===== config.mk =====
export PLATFORM = sky130hd
export DESIGN_NAME = mm_out_sched_flat
export DESIGN_NICKNAME = d
export VERILOG_FILES = /design/src/rtl/mm_pkg.sv /design/src/rtl/mm_out_sched_if.sv /design/src/rtl/mm_cfg_check.sv /design/src/rtl/mm_out_sched.sv /design/src/flat_wrapper.sv
export SDC_FILE = /design/constraint.sdc
export NUM_CORES = 1
export LEC_CHECK = 0
export BUFFER_PORTS_ARGS = -buffer_cell sky130_fd_sc_hd__buf_2
export CAP_MARGIN = 10
export CORE_MARGIN = 3
export CORE_UTILIZATION = 59
export CTS_CLUSTER_SIZE = 14
export DETAILED_ROUTE_END_ITERATION = 16
export MAX_ROUTING_LAYER = met4
export PLACE_DENSITY = 0.87
export SYNTH_ARGS = -nofsm -noshare
export SYNTH_HDL_FRONTEND = slang
export SYNTH_HIERARCHICAL = 1
export SYNTH_SLANG_ARGS = --single-unit
export TNS_END_PERCENT = 5

===== constraint.sdc =====
create_clock -name clk -period 14.4 [get_ports clk]
set_input_delay 0.72 -clock clk [delete_from_list [all_inputs] [get_ports clk]]
set_output_delay 0.72 -clock clk [all_outputs]
set_load 0.005 [all_outputs]

===== src/rtl/mm_pkg.sv =====
// mm_out_sched shared types and constants.
// Descriptor layout, FSM states and settle margin.
package mm_pkg;

    localparam int F_LEN_W   = 10;
    localparam int FWB_W     = 5;
    localparam int WWB_W     = 5;
    localparam int SHIFT_W   = 20;
    localparam int OUT_DEPTH = 2400;

    localparam int SETTLE_CYCLES = 2;

    typedef enum logic [2:0] {
        S_IDLE,
        S_SETTLE,
        S_PASS,
        S_WAIT,
        S_DRAIN,
        S_DONE
    } state_t;

    typedef struct packed {
        logic [F_LEN_W-1:0] F_length;
        logic [FWB_W-1:0]   F_width_block_num;
        logic [WWB_W-1:0]   W_width_block_num;
        logic [SHIFT_W-1:0] shift;
    } desc_t;

endpackage


===== src/rtl/mm_out_sched_if.sv =====
// Descriptor, pass and drain signals between the layer
// controller/feeder/buffer side and the job sequencer.
interface mm_out_sched_if
    import mm_pkg::*;
#(
    parameter int F_length_width          = F_LEN_W,
    parameter int F_width_block_num_width = FWB_W,
    parameter int W_width_block_num_width = WWB_W,
    parameter int shift_width             = SHIFT_W
) ();

    logic                               cfg_valid;
    logic                               cfg_ready;
    logic [F_length_width-1:0]          cfg_F_length;
    logic [F_width_block_num_width-1:0] cfg_F_width_block_num;
    logic [W_width_block_num_width-1:0] cfg_W_width_block_num;
    logic [shift_width-1:0]             cfg_shift;

    logic [F_length_width-1:0]          buf_F_length;
    logic [F_width_block_num_width-1:0] buf_F_width_block_num;
    logic [W_width_block_num_width-1:0] buf_W_width_block_num;
    logic [shift_width-1:0]             buf_shift;

    logic                               pass_start;
    logic                               pass_last;
    logic                               drain_last;
    logic [F_width_block_num_width-1:0] pass_idx;
    logic                               busy;
    logic                               job_done;
    logic                               err;
    logic                               err_clr;

    modport master (
        output cfg_valid, cfg_F_length, cfg_F_width_block_num,
        output cfg_W_width_block_num, cfg_shift,
        output pass_last, drain_last, err_clr,
        input  cfg_ready, buf_F_length, buf_F_width_block_num,
        input  buf_W_width_block_num, buf_shift,
        input  pass_start, pass_idx, busy, job_done, err
    );

    modport slave (
        input  cfg_valid, cfg_F_length, cfg_F_width_block_num,
        input  cfg_W_width_block_num, cfg_shift,
        input  pass_last, drain_last, err_clr,
        output cfg_ready, buf_F_length, buf_F_width_block_num,
        output buf_W_width_block_num, buf_shift,
        output pass_start, pass_idx, busy, job_done, err
    );

endinterface


===== src/rtl/mm_cfg_check.sv =====
// Descriptor sanity check: rejects zero fields and jobs
// whose row x column-block footprint exceeds the buffer.
module mm_cfg_check
    import mm_pkg::*;
#(
    parameter int F_length_width          = F_LEN_W,
    parameter int W_width_block_num_width = WWB_W,
    parameter int OUT_Feature_Block_num   = OUT_DEPTH
) (
    input  desc_t desc,
    output logic  cfg_bad
);

    localparam int PW = F_length_width + W_width_block_num_width;
    localparam logic [PW-1:0] CAP = PW'(OUT_Feature_Block_num);

    logic [PW-1:0] prod;
    logic          zero_f;

    // Full-width product so the capacity compare never wraps
    always_comb begin
        prod   = PW'(desc.F_length) * PW'(desc.W_width_block_num);
        zero_f = (desc.F_length == '0)
               | (desc.F_width_block_num == '0)
               | (desc.W_width_block_num == '0)
               | (desc.shift == '0);
        cfg_bad = zero_f | (prod > CAP);
    end

endmodule


===== src/rtl/mm_out_sched.sv =====
// Output-buffer job sequencer: latches one descriptor,
// issues one start per accumulation pass, waits for drain.
module mm_out_sched
    import mm_pkg::*;
#(
    parameter int F_length_width          = F_LEN_W,
    parameter int F_width_block_num_width = FWB_W,
    parameter int W_width_block_num_width = WWB_W,
    parameter int shift_width             = SHIFT_W,
    parameter int OUT_Feature_Block_num   = OUT_DEPTH
) (
    input logic           clk,
    input logic           rst_n,
    mm_out_sched_if.slave bus
);

    localparam logic [1:0] SETTLE_LAST = 2'(SETTLE_CYCLES - 1);
    localparam logic [F_width_block_num_width-1:0] IDX_ONE = 1;

    logic [F_length_width-1:0]          in_len;
    logic [F_width_block_num_width-1:0] in_fwb;
    logic [W_width_block_num_width-1:0] in_wwb;
    logic [shift_width-1:0]             in_shift;

    desc_t  cfg_in;
    logic   cfg_bad;

    state_t state, state_n;
    desc_t  buf_q, buf_n;
    logic [F_width_block_num_width-1:0] pass_idx, idx_n;
    logic [1:0] settle_cnt, cnt_n;

    logic   cfg_ready_q;
    logic   busy_q;
    logic   pass_start_q;
    logic   job_done_q;
    logic   err_q, err_n, err_set;
    logic   accept;

    assign in_len   = bus.cfg_F_length;
    assign in_fwb   = bus.cfg_F_width_block_num;
    assign in_wwb   = bus.cfg_W_width_block_num;
    assign in_shift = bus.cfg_shift;

    assign cfg_in.F_length          = in_len;
    assign cfg_in.F_width_block_num = in_fwb;
    assign cfg_in.W_width_block_num = in_wwb;
    assign cfg_in.shift             = in_shift;

    mm_cfg_check #(
        .F_length_width          (F_length_width),
        .W_width_block_num_width (W_width_block_num_width),
        .OUT_Feature_Block_num   (OUT_Feature_Block_num)
    ) u_check (
        .desc    (cfg_in),
        .cfg_bad (cfg_bad)
    );

    // Next-state, next-config and error decisions
    always_comb begin
        state_n = state;
        buf_n   = buf_q;
        idx_n   = pass_idx;
        cnt_n   = settle_cnt;
        err_set = 1'b0;
        accept  = (state == S_IDLE) & bus.cfg_valid & cfg_ready_q;

        unique case (state)
            S_IDLE: begin
                if (accept) begin
                    if (cfg_bad) begin
                        err_set = 1'b1;
                    end else begin
                        buf_n   = cfg_in;
                        idx_n   = '0;
                        cnt_n   = '0;
                        state_n = S_SETTLE;
                    end
                end
            end
            S_SETTLE: begin
                if (settle_cnt == SETTLE_LAST) begin
                    state_n = S_PASS;
                end else begin
                    cnt_n = settle_cnt + 2'd1;
                end
            end
            S_PASS: begin
                state_n = S_WAIT;
            end
            S_WAIT: begin
                if (bus.pass_last) begin
                    if (pass_idx == buf_q.F_width_block_num - IDX_ONE) begin
                        state_n = S_DRAIN;
                    end else begin
                        idx_n   = pass_idx + IDX_ONE;
                        state_n = S_PASS;
                    end
                end
            end
            S_DRAIN: begin
                if (bus.drain_last) begin
                    state_n = S_DONE;
                end
            end
            S_DONE: begin
                state_n = S_IDLE;
            end
            default: begin
                state_n = S_IDLE;
            end
        endcase

        if (bus.pass_last && (state != S_WAIT)) begin
            err_set = 1'b1;
        end
        if (bus.drain_last && (state != S_DRAIN)) begin
            err_set = 1'b1;
        end

        // A fresh error beats a simultaneous clear
        err_n = err_set | (err_q & ~bus.err_clr);
    end

    // State, config and registered outputs
    always_ff @(posedge clk) begin
        if (!rst_n) begin
            state        <= S_IDLE;
            buf_q        <= '0;
            pass_idx     <= '0;
            settle_cnt   <= '0;
            err_q        <= 1'b0;
            busy_q       <= 1'b0;
            pass_start_q <= 1'b0;
            job_done_q   <= 1'b0;
            cfg_ready_q  <= 1'b1;
        end else begin
            state        <= state_n;
            buf_q        <= buf_n;
            pass_idx     <= idx_n;
            settle_cnt   <= cnt_n;
            err_q        <= err_n;
            busy_q       <= (state_n != S_IDLE);
            pass_start_q <= (state_n == S_PASS);
            job_done_q   <= (state_n == S_DONE);
            cfg_ready_q  <= (state_n == S_IDLE) & ~err_n;
        end
    end

    assign bus.cfg_ready             = cfg_ready_q;
    assign bus.buf_F_length          = buf_q.F_length;
    assign bus.buf_F_width_block_num = buf_q.F_width_block_num;
    assign bus.buf_W_width_block_num = buf_q.W_width_block_num;
    assign bus.buf_shift             = buf_q.shift;
    assign bus.pass_start            = pass_start_q;
    assign bus.pass_idx              = pass_idx;
    assign bus.busy                  = busy_q;
    assign bus.job_done              = job_done_q;
    assign bus.err                   = err_q;

endmodule


===== src/flat_wrapper.sv =====
// flat-port wrapper written by rule: the top's interface ports become plain ports
module mm_out_sched_flat import mm_pkg::*;
#(
    parameter int F_length_width          = F_LEN_W,
    parameter int F_width_block_num_width = FWB_W,
    parameter int W_width_block_num_width = WWB_W,
    parameter int shift_width             = SHIFT_W,
    parameter int OUT_Feature_Block_num   = OUT_DEPTH
)
  (clk, rst_n, bus_cfg_valid, bus_cfg_F_length, bus_cfg_F_width_block_num, bus_cfg_W_width_block_num, bus_cfg_shift, bus_pass_last, bus_drain_last, bus_err_clr, bus_cfg_ready, bus_buf_F_length, bus_buf_F_width_block_num, bus_buf_W_width_block_num, bus_buf_shift, bus_pass_start, bus_pass_idx, bus_busy, bus_job_done, bus_err);
  mm_out_sched_if #(.F_length_width(F_length_width), .F_width_block_num_width(F_width_block_num_width), .W_width_block_num_width(W_width_block_num_width), .shift_width(shift_width)) bus_i ();
  input logic clk;
  input logic rst_n;
  input wire logic [$bits(bus_i.cfg_valid)-1:0] bus_cfg_valid;
  input wire logic [$bits(bus_i.cfg_F_length)-1:0] bus_cfg_F_length;
  input wire logic [$bits(bus_i.cfg_F_width_block_num)-1:0] bus_cfg_F_width_block_num;
  input wire logic [$bits(bus_i.cfg_W_width_block_num)-1:0] bus_cfg_W_width_block_num;
  input wire logic [$bits(bus_i.cfg_shift)-1:0] bus_cfg_shift;
  input wire logic [$bits(bus_i.pass_last)-1:0] bus_pass_last;
  input wire logic [$bits(bus_i.drain_last)-1:0] bus_drain_last;
  input wire logic [$bits(bus_i.err_clr)-1:0] bus_err_clr;
  output wire logic [$bits(bus_i.cfg_ready)-1:0] bus_cfg_ready;
  output wire logic [$bits(bus_i.buf_F_length)-1:0] bus_buf_F_length;
  output wire logic [$bits(bus_i.buf_F_width_block_num)-1:0] bus_buf_F_width_block_num;
  output wire logic [$bits(bus_i.buf_W_width_block_num)-1:0] bus_buf_W_width_block_num;
  output wire logic [$bits(bus_i.buf_shift)-1:0] bus_buf_shift;
  output wire logic [$bits(bus_i.pass_start)-1:0] bus_pass_start;
  output wire logic [$bits(bus_i.pass_idx)-1:0] bus_pass_idx;
  output wire logic [$bits(bus_i.busy)-1:0] bus_busy;
  output wire logic [$bits(bus_i.job_done)-1:0] bus_job_done;
  output wire logic [$bits(bus_i.err)-1:0] bus_err;
  assign bus_i.cfg_valid = bus_cfg_valid;
  assign bus_i.cfg_F_length = bus_cfg_F_length;
  assign bus_i.cfg_F_width_block_num = bus_cfg_F_width_block_num;
  assign bus_i.cfg_W_width_block_num = bus_cfg_W_width_block_num;
  assign bus_i.cfg_shift = bus_cfg_shift;
  assign bus_i.pass_last = bus_pass_last;
  assign bus_i.drain_last = bus_drain_last;
  assign bus_i.err_clr = bus_err_clr;
  assign bus_cfg_ready = bus_i.cfg_ready;
  assign bus_buf_F_length = bus_i.buf_F_length;
  assign bus_buf_F_width_block_num = bus_i.buf_F_width_block_num;
  assign bus_buf_W_width_block_num = bus_i.buf_W_width_block_num;
  assign bus_buf_shift = bus_i.buf_shift;
  assign bus_pass_start = bus_i.pass_start;
  assign bus_pass_idx = bus_i.pass_idx;
  assign bus_busy = bus_i.busy;
  assign bus_job_done = bus_i.job_done;
  assign bus_err = bus_i.err;
  mm_out_sched #(.F_length_width(F_length_width), .F_width_block_num_width(F_width_block_num_width), .W_width_block_num_width(W_width_block_num_width), .shift_width(shift_width), .OUT_Feature_Block_num(OUT_Feature_Block_num)) u_core (.clk(clk), .rst_n(rst_n), .bus(bus_i));
endmodule

==> After elaboration in Yosys (flattened, before gate mapping) <==
Index checks and enable logic that the tools add are counted.
{ "totals": {"regBits": 55, "input_bits": 46, "wordCells": 79, "output_inout_bits": 50} }
{ "op_classes": {"n_eq_ne": 15, "mul": 1, "n_reduce_logical": 14, "mux": 21, "magnitude_cmp": 1, "addsub": 3, "bitwise": 12} }
{ "op_table": {"columns": ["op", "n"], "rows": [
  ["$logic_not 20->1", 1],
  ["$mux 5", 4],
  ["$mux 3", 6],
  ["$gt 15x12->1 const B", 1],
  ["$mul 10x5->15", 1],
  ["$pmux 3 s5", 1],
  ["$logic_not 10->1", 1],
  ["$logic_not 5->1", 2],
  ["$pmux 5 s2", 1],
  ["$eq 3x2->1 const B", 3],
  ["$ne 2x2->1 const B", 4],
  ["$eq 3x3->1 const B", 2],
  ["$logic_not 3->1", 2],
  ["$mux 2", 3],
  ["$add 5x1->5 const B", 1],
  ["$eq 5x5->1", 1],
  ["$mux 1", 5],
  ["$or 1x1->1", 5],
  ["$reduce_and 5->1", 1],
  ["$sub 5x1->5 const B", 1],
  ["$and 1x1->1", 4],
  ["$pmux 2 s2", 1],
  ["$reduce_and 4->1", 1],
  ["$reduce_bool 2->1", 2],
  ["other kinds (10)", 13]
]} }

==> Longest topological paths before layout <==
{ "depth": {"depth_word": 13, "depth_mapped": 21, "depth_no_buf": 17} }

==> By module <==
The synthesis kept the hierarchy.
{ "modules_own_cells": {"columns": ["module", "n_inst", "cells_per_inst", "seq_area_each_um2", "area_per_inst_um2"], "rows": [
  ["mm_out_sched", 1, 266, 1101.1, 2169.6],
  ["mm_cfg_check", 1, 210, 0.0, 1741.7]
]} }

==> Worst setup path after synthesis <==
Ideal clock, no wire load.
{ "synth_path": {"path_type": "in2reg", "start": "input port bus_cfg_W_width_block_num[4]", "end": "register u_core.buf_q, in the netlist u_core/bus.buf_F_length[0]", "required_ns": 14.268, "path_stages": 19, "arrival_time_ns": 5.225, "path_slack_ns": 9.042, "setup_time_ns": 0.132, "cell_sequence": "clkbuf_1 and2_1 fa_1 fa_1 inv_1 fa_1 inv_1 ha_1 a21o_1 a221oi_4 nor3_1 or4_1 a21oi_1 nand4_1 or2_2 clkbuf_1 buf_1 nand2_1 a21oi_1"} }
{ "synth_via": {"elab_chain_cells": 6, "elab_cells_between_ends": 8, "classes_between": "mul: 1; order compare: 1; bitwise: 4; reduce/logical: 2"} }
{ "synth_rtl": {"columns": ["item", "line_no", "source"], "rows": [
  ["from (decl)", "flat_wrapper.sv:17", "input wire logic [$bits(bus_i.cfg_W_width_block_num)-1:0] bus_cfg_W_width_block_num;"],
  ["parallel branches: the longest is 3 deep, another holds $mul 10x5->15", null, null],
  ["$or 1x1->1 *", "mm_cfg_check.sv:27", "cfg_bad = zero_f | (prod > CAP);"],
  ["named net u_core.cfg_bad", "mm_out_sched.sv:26", "logic cfg_bad;"],
  ["$not 1->1 (no source line) *", null, null],
  ["$reduce_and 3->1 (no source line) *", null, null],
  ["to (signal assigned)", "mm_out_sched.sv:139", "buf_q <= buf_n;"],
  ["to (decl)", "mm_out_sched.sv:29", "desc_t buf_q, buf_n;"]
]} }
Mark *: on every way through the listed nets, which the timed path passes.
A chain may end at the register's enable or synchronous reset.

==> Final worst setup path <==
{ "layout_path": {"start": "input port bus_cfg_W_width_block_num[4]", "end": "register u_core.busy_q (netlist: u_core/bus.busy)"} }
{ "layout_via": {"elab_chain_cells": 8, "elab_cells_between_ends": 10, "classes_between": "mul: 1; order compare: 1; mux: 3; bitwise: 3; reduce/logical: 2"} }
{ "layout_rtl": {"columns": ["item", "line_no", "source"], "rows": [
  ["parallel branches: the longest is 3 deep, another holds $mul 10x5->15", null, null],
  ["$or 1x1->1 *", "mm_cfg_check.sv:27", null],
  ["named net u_core.cfg_bad", "mm_out_sched.sv:26", null],
  ["$mux 3 *", "mm_out_sched.sv:71", "if (cfg_bad) begin"],
  ["$mux 3 *", "mm_out_sched.sv:70", "if (accept) begin"],
  ["$pmux 3 s5 *", "mm_out_sched.sv:68", "unique case (state)"],
  ["$reduce_bool 3->1 *", "mm_out_sched.sv:143", "busy_q <= (state_n != S_IDLE);"],
  ["to (signal assigned)", "mm_out_sched.sv:143", null],
  ["to (decl)", "mm_out_sched.sv:34", "logic busy_q;"]
]} }
Marked as above.

==> flow_summary.ini <==
[global_routing]
grtUsageMet2_pct = 41.2
grt_busiest_layer = met2
use_met1_pct = 33.9
gr-usage-met3_pct = 4.26
global_route.usage.total_pct = 26.1
grt_pass1_vias = 3574
grt_max_degree = 48
antenna_found_initial = 0
overflow = 0
grt_pass1_wl_um = 15700

[drt]
vias_per_cell = 5.79
drc = 0
drtIter0Drc = 251
drt.antenna.violating_nets = 0
drt_wl_total_um = 9470
wire_per_inst_um = 14.9
vias = 3684
dr.pass1.iters = 5

[sta]
relSlewSlack_pct = 42.9
layout_setup_ws_ps = 8610
tightestPinTransition_ps = 856
drv_slew = 0
timing.final.crit_share_pct = 40.2
finalSetupViolations = 0
max_freq_ghz = 0.173
finalHoldViolCount = 0
layout_min_cycle_time_ps = 5790
rsz0062_at_grt = no
fin_skew_ps = 9.30
finalSetupTns_ps = 0

[power_and_ir_drop]
power_mw = 0.477
p_leak_nw = 2.08
vdd_drop_max_mv = 0.0831
powerDensity_nw_per_um2 = 106

[placement]
place_congestion = 0.973
dp_hpwl_um = 7250
post-place-ws_ps = 8340
port_buffers = 95

[synthesis]
ys.flop_type = dfxtp_1
yosysWarnings = 6
ys_seq_elements = 55
synthCells = 476
yosys-top-cells-area = dfxtp_1, fa_1, nand2_1
synthTopCellsByCount = nand2_1, dfxtp_1, a21oi_1
synth_edf_count = 0
syn_nets = 572
synth_cell_type_count = 60
yosys.area.top_type = dfxtp_1
synthArstFlopShare_pct = 0
synth.most_common_cell = nand2_1
syn_area_per_cell_sq_um = 8.22
synth_top_area_share_pct = 28.2
synth_area_sq_um = 3910
yosysSeqAreaShare_pct = 28.2

[setup_path]
path_max_fanout = 47
crit_end = u_core/bus.busy
rrSetupSlack_ps = 12050
reg2reg_depth = 7
reg2reg_to = u_core/bus.busy
end_kind = flop
startpoint = bus_cfg_W_width_block_num[4]
r2r_start = u_core/bus.buf_F_width_block_num[0]
required_ps = 14610
arrival_ps = 5990
critPathLaunchType = input port
worstSetupPathType = input port to flop

[final_layout]
finalNetCount = 654
diodes = 0
final_core_util_pct = 70.5
area_growth_pct = 15.2
drive_above_1_share_pct = 22.0

[floorplanning]
coreArea_sq_um = 6390
die_x_um = 87.4
num_io_pins = 96
placementRows = 29
dieArea_sq_um = 7640
start_util_pct = 61.2
die_h_um = 87.4

[clock_tree]
insertion_delay_ps = 320
htree_levels = 2
clk_pin_slew_ps = 100
cts_made_buffers = 5
cts_root_buf = clkbuf_8
clock-sinks = 55
cts_tree = done
postCtsHoldBufs = 0
post-cts-setup-buffers = 0
clockBufferDepth = 2
cts-resized-gates = 0

[run_status]
run_status = completed

[worst_hold_path]
hp-class = flop to flop

[job]
cap_violations = 0
worst min path at each step:
stage,cells past startpoint,to,slack (ps),from
6_report,2,u_core/bus.buf_F_length[4],460,u_core/bus.buf_F_length[4]
3_3_place_gp,2,u_core/bus.buf_shift[7],440,u_core/bus.buf_shift[7]
5_1_grt,2,u_core/bus.buf_W_width_block_num[0],480,u_core/bus.buf_W_width_block_num[0]
3_5_place_dp,2,u_core/bus.buf_F_length[4],450,u_core/bus.buf_F_length[4]
4_1_cts,2,u_core/bus.buf_F_length[4],460,u_core/bus.buf_F_length[4]
2_1_floorplan,2,u_core/bus.buf_F_length[0],450,u_core/bus.buf_F_length[0]
final cells by class:
class | instances | area, sq um
clock buffers | 5 | 68.8
repair buffers | 96 | 483
well taps | 77 | 96.3
multi-input cells | 362 | 2580
inverters | 38 | 143
clock inverters | 3 | 28.8
flip-flops and latches | 55 | 1100
fillers | 512 | 1880
flip-flops by register name, summed over array words and instances, names as in the netlist:
register / flops
u_core/bus.buf_shift: 20
u_core/bus.buf_F_width_block_num: 5
u_core/state: 3
u_core/settle_cnt: 2
u_core/bus.pass_start: 1
u_core/bus.cfg_ready: 1
u_core/bus.buf_W_width_block_num: 5
u_core/bus.err: 1
u_core/bus.buf_F_length: 10
u_core/bus.job_done: 1
u_core/bus.pass_idx: 5
u_core/bus.busy: 1
layout by cell type, fill, tap and decap left out, types with 2 or more instances in the layout:
master	n
inv_1	37
or2_2	3
o21ai_0	9
nand3_1	5
ha_1	26
nor2b_1	4
nand4_1	4
nor4_1	8
a21o_1	3
a211oi_1	2
o21bai_1	3
o22ai_1	3
and3_1	3
clkbuf_8	5
and2_1	35
mux2i_1	2
nand2_1	106
xnor2_1	7
clkinv_4	2
a21oi_1	51
or4_1	3
or3_1	4
fa_1	24
xor2_1	4
dfxtp_1	55
buf_2	95
nor2_1	9
nand2b_1	3
nor3_1	4
a31oi_1	6
or4b_1	2
layer usage:
metal	share of wire, %	vias up
li1	-	1777
met1	43	1729
met2	48	162
met3	7.9	16
met4	1.5	0
met5	0	-
kinds of logic (layout without fill, tap and decap cells):
| kind of cell | after synthesis | count (layout) | synth area share, % |
|---|---|---|---|
| and+or+nand+nor | 202 | 202 | 25.6 |
| DFF | 55 | 55 | 28.2 |
| buffers and inverters | 59 | 142 | 5.85 |
| adders and majority gates | 50 | 50 | 20.6 |
| AOI/OAI and AO/OA | 97 | 97 | 16.8 |
| muxes | 2 | 2 | 0.512 |
| xor gates and xnor gates | 11 | 11 | 2.46 |
worst max-delay path: stages:
cell and delay, ps:
buf_2 160, and2_1 180, fa_1 520, fa_1 550
inv_1 50, fa_1 530, inv_1 40, ha_1 410
and3_1 270, and4bb_1 220, or3_4 350, xnor2_1 130
a311o_1 310, nand4_1 130, or2_2 690, a31oi_1 280
or3_1 420
power by group:
| group | internal (mW) | switching, mW | leakage, nW | total, mW |
|---|---|---|---|---|
| sequential | 0.166 | 0.00919 | 0.445 | 0.176 |
| combinational | 0.0899 | 0.122 | 1.59 | 0.211 |
| clock | 0.0361 | 0.0539 | 0.0502 | 0.0901 |
| total | 0.292 | 0.185 | 2.08 | 0.477 |
per-stage QoR:
stage | instance area [sq um] | cells | hold slack [ps]
2_1_floorplan | 3910 | 476 | 453
5_1_grt | 4500 | 636 | 485
3_5_place_dp | 4410 | 628 | 447
6_report | 4500 | 636 | 461
3_3_place_gp | 4410 | 628 | 440
4_1_cts | 4500 | 636 | 460
(Power assumes the default switching activity.)
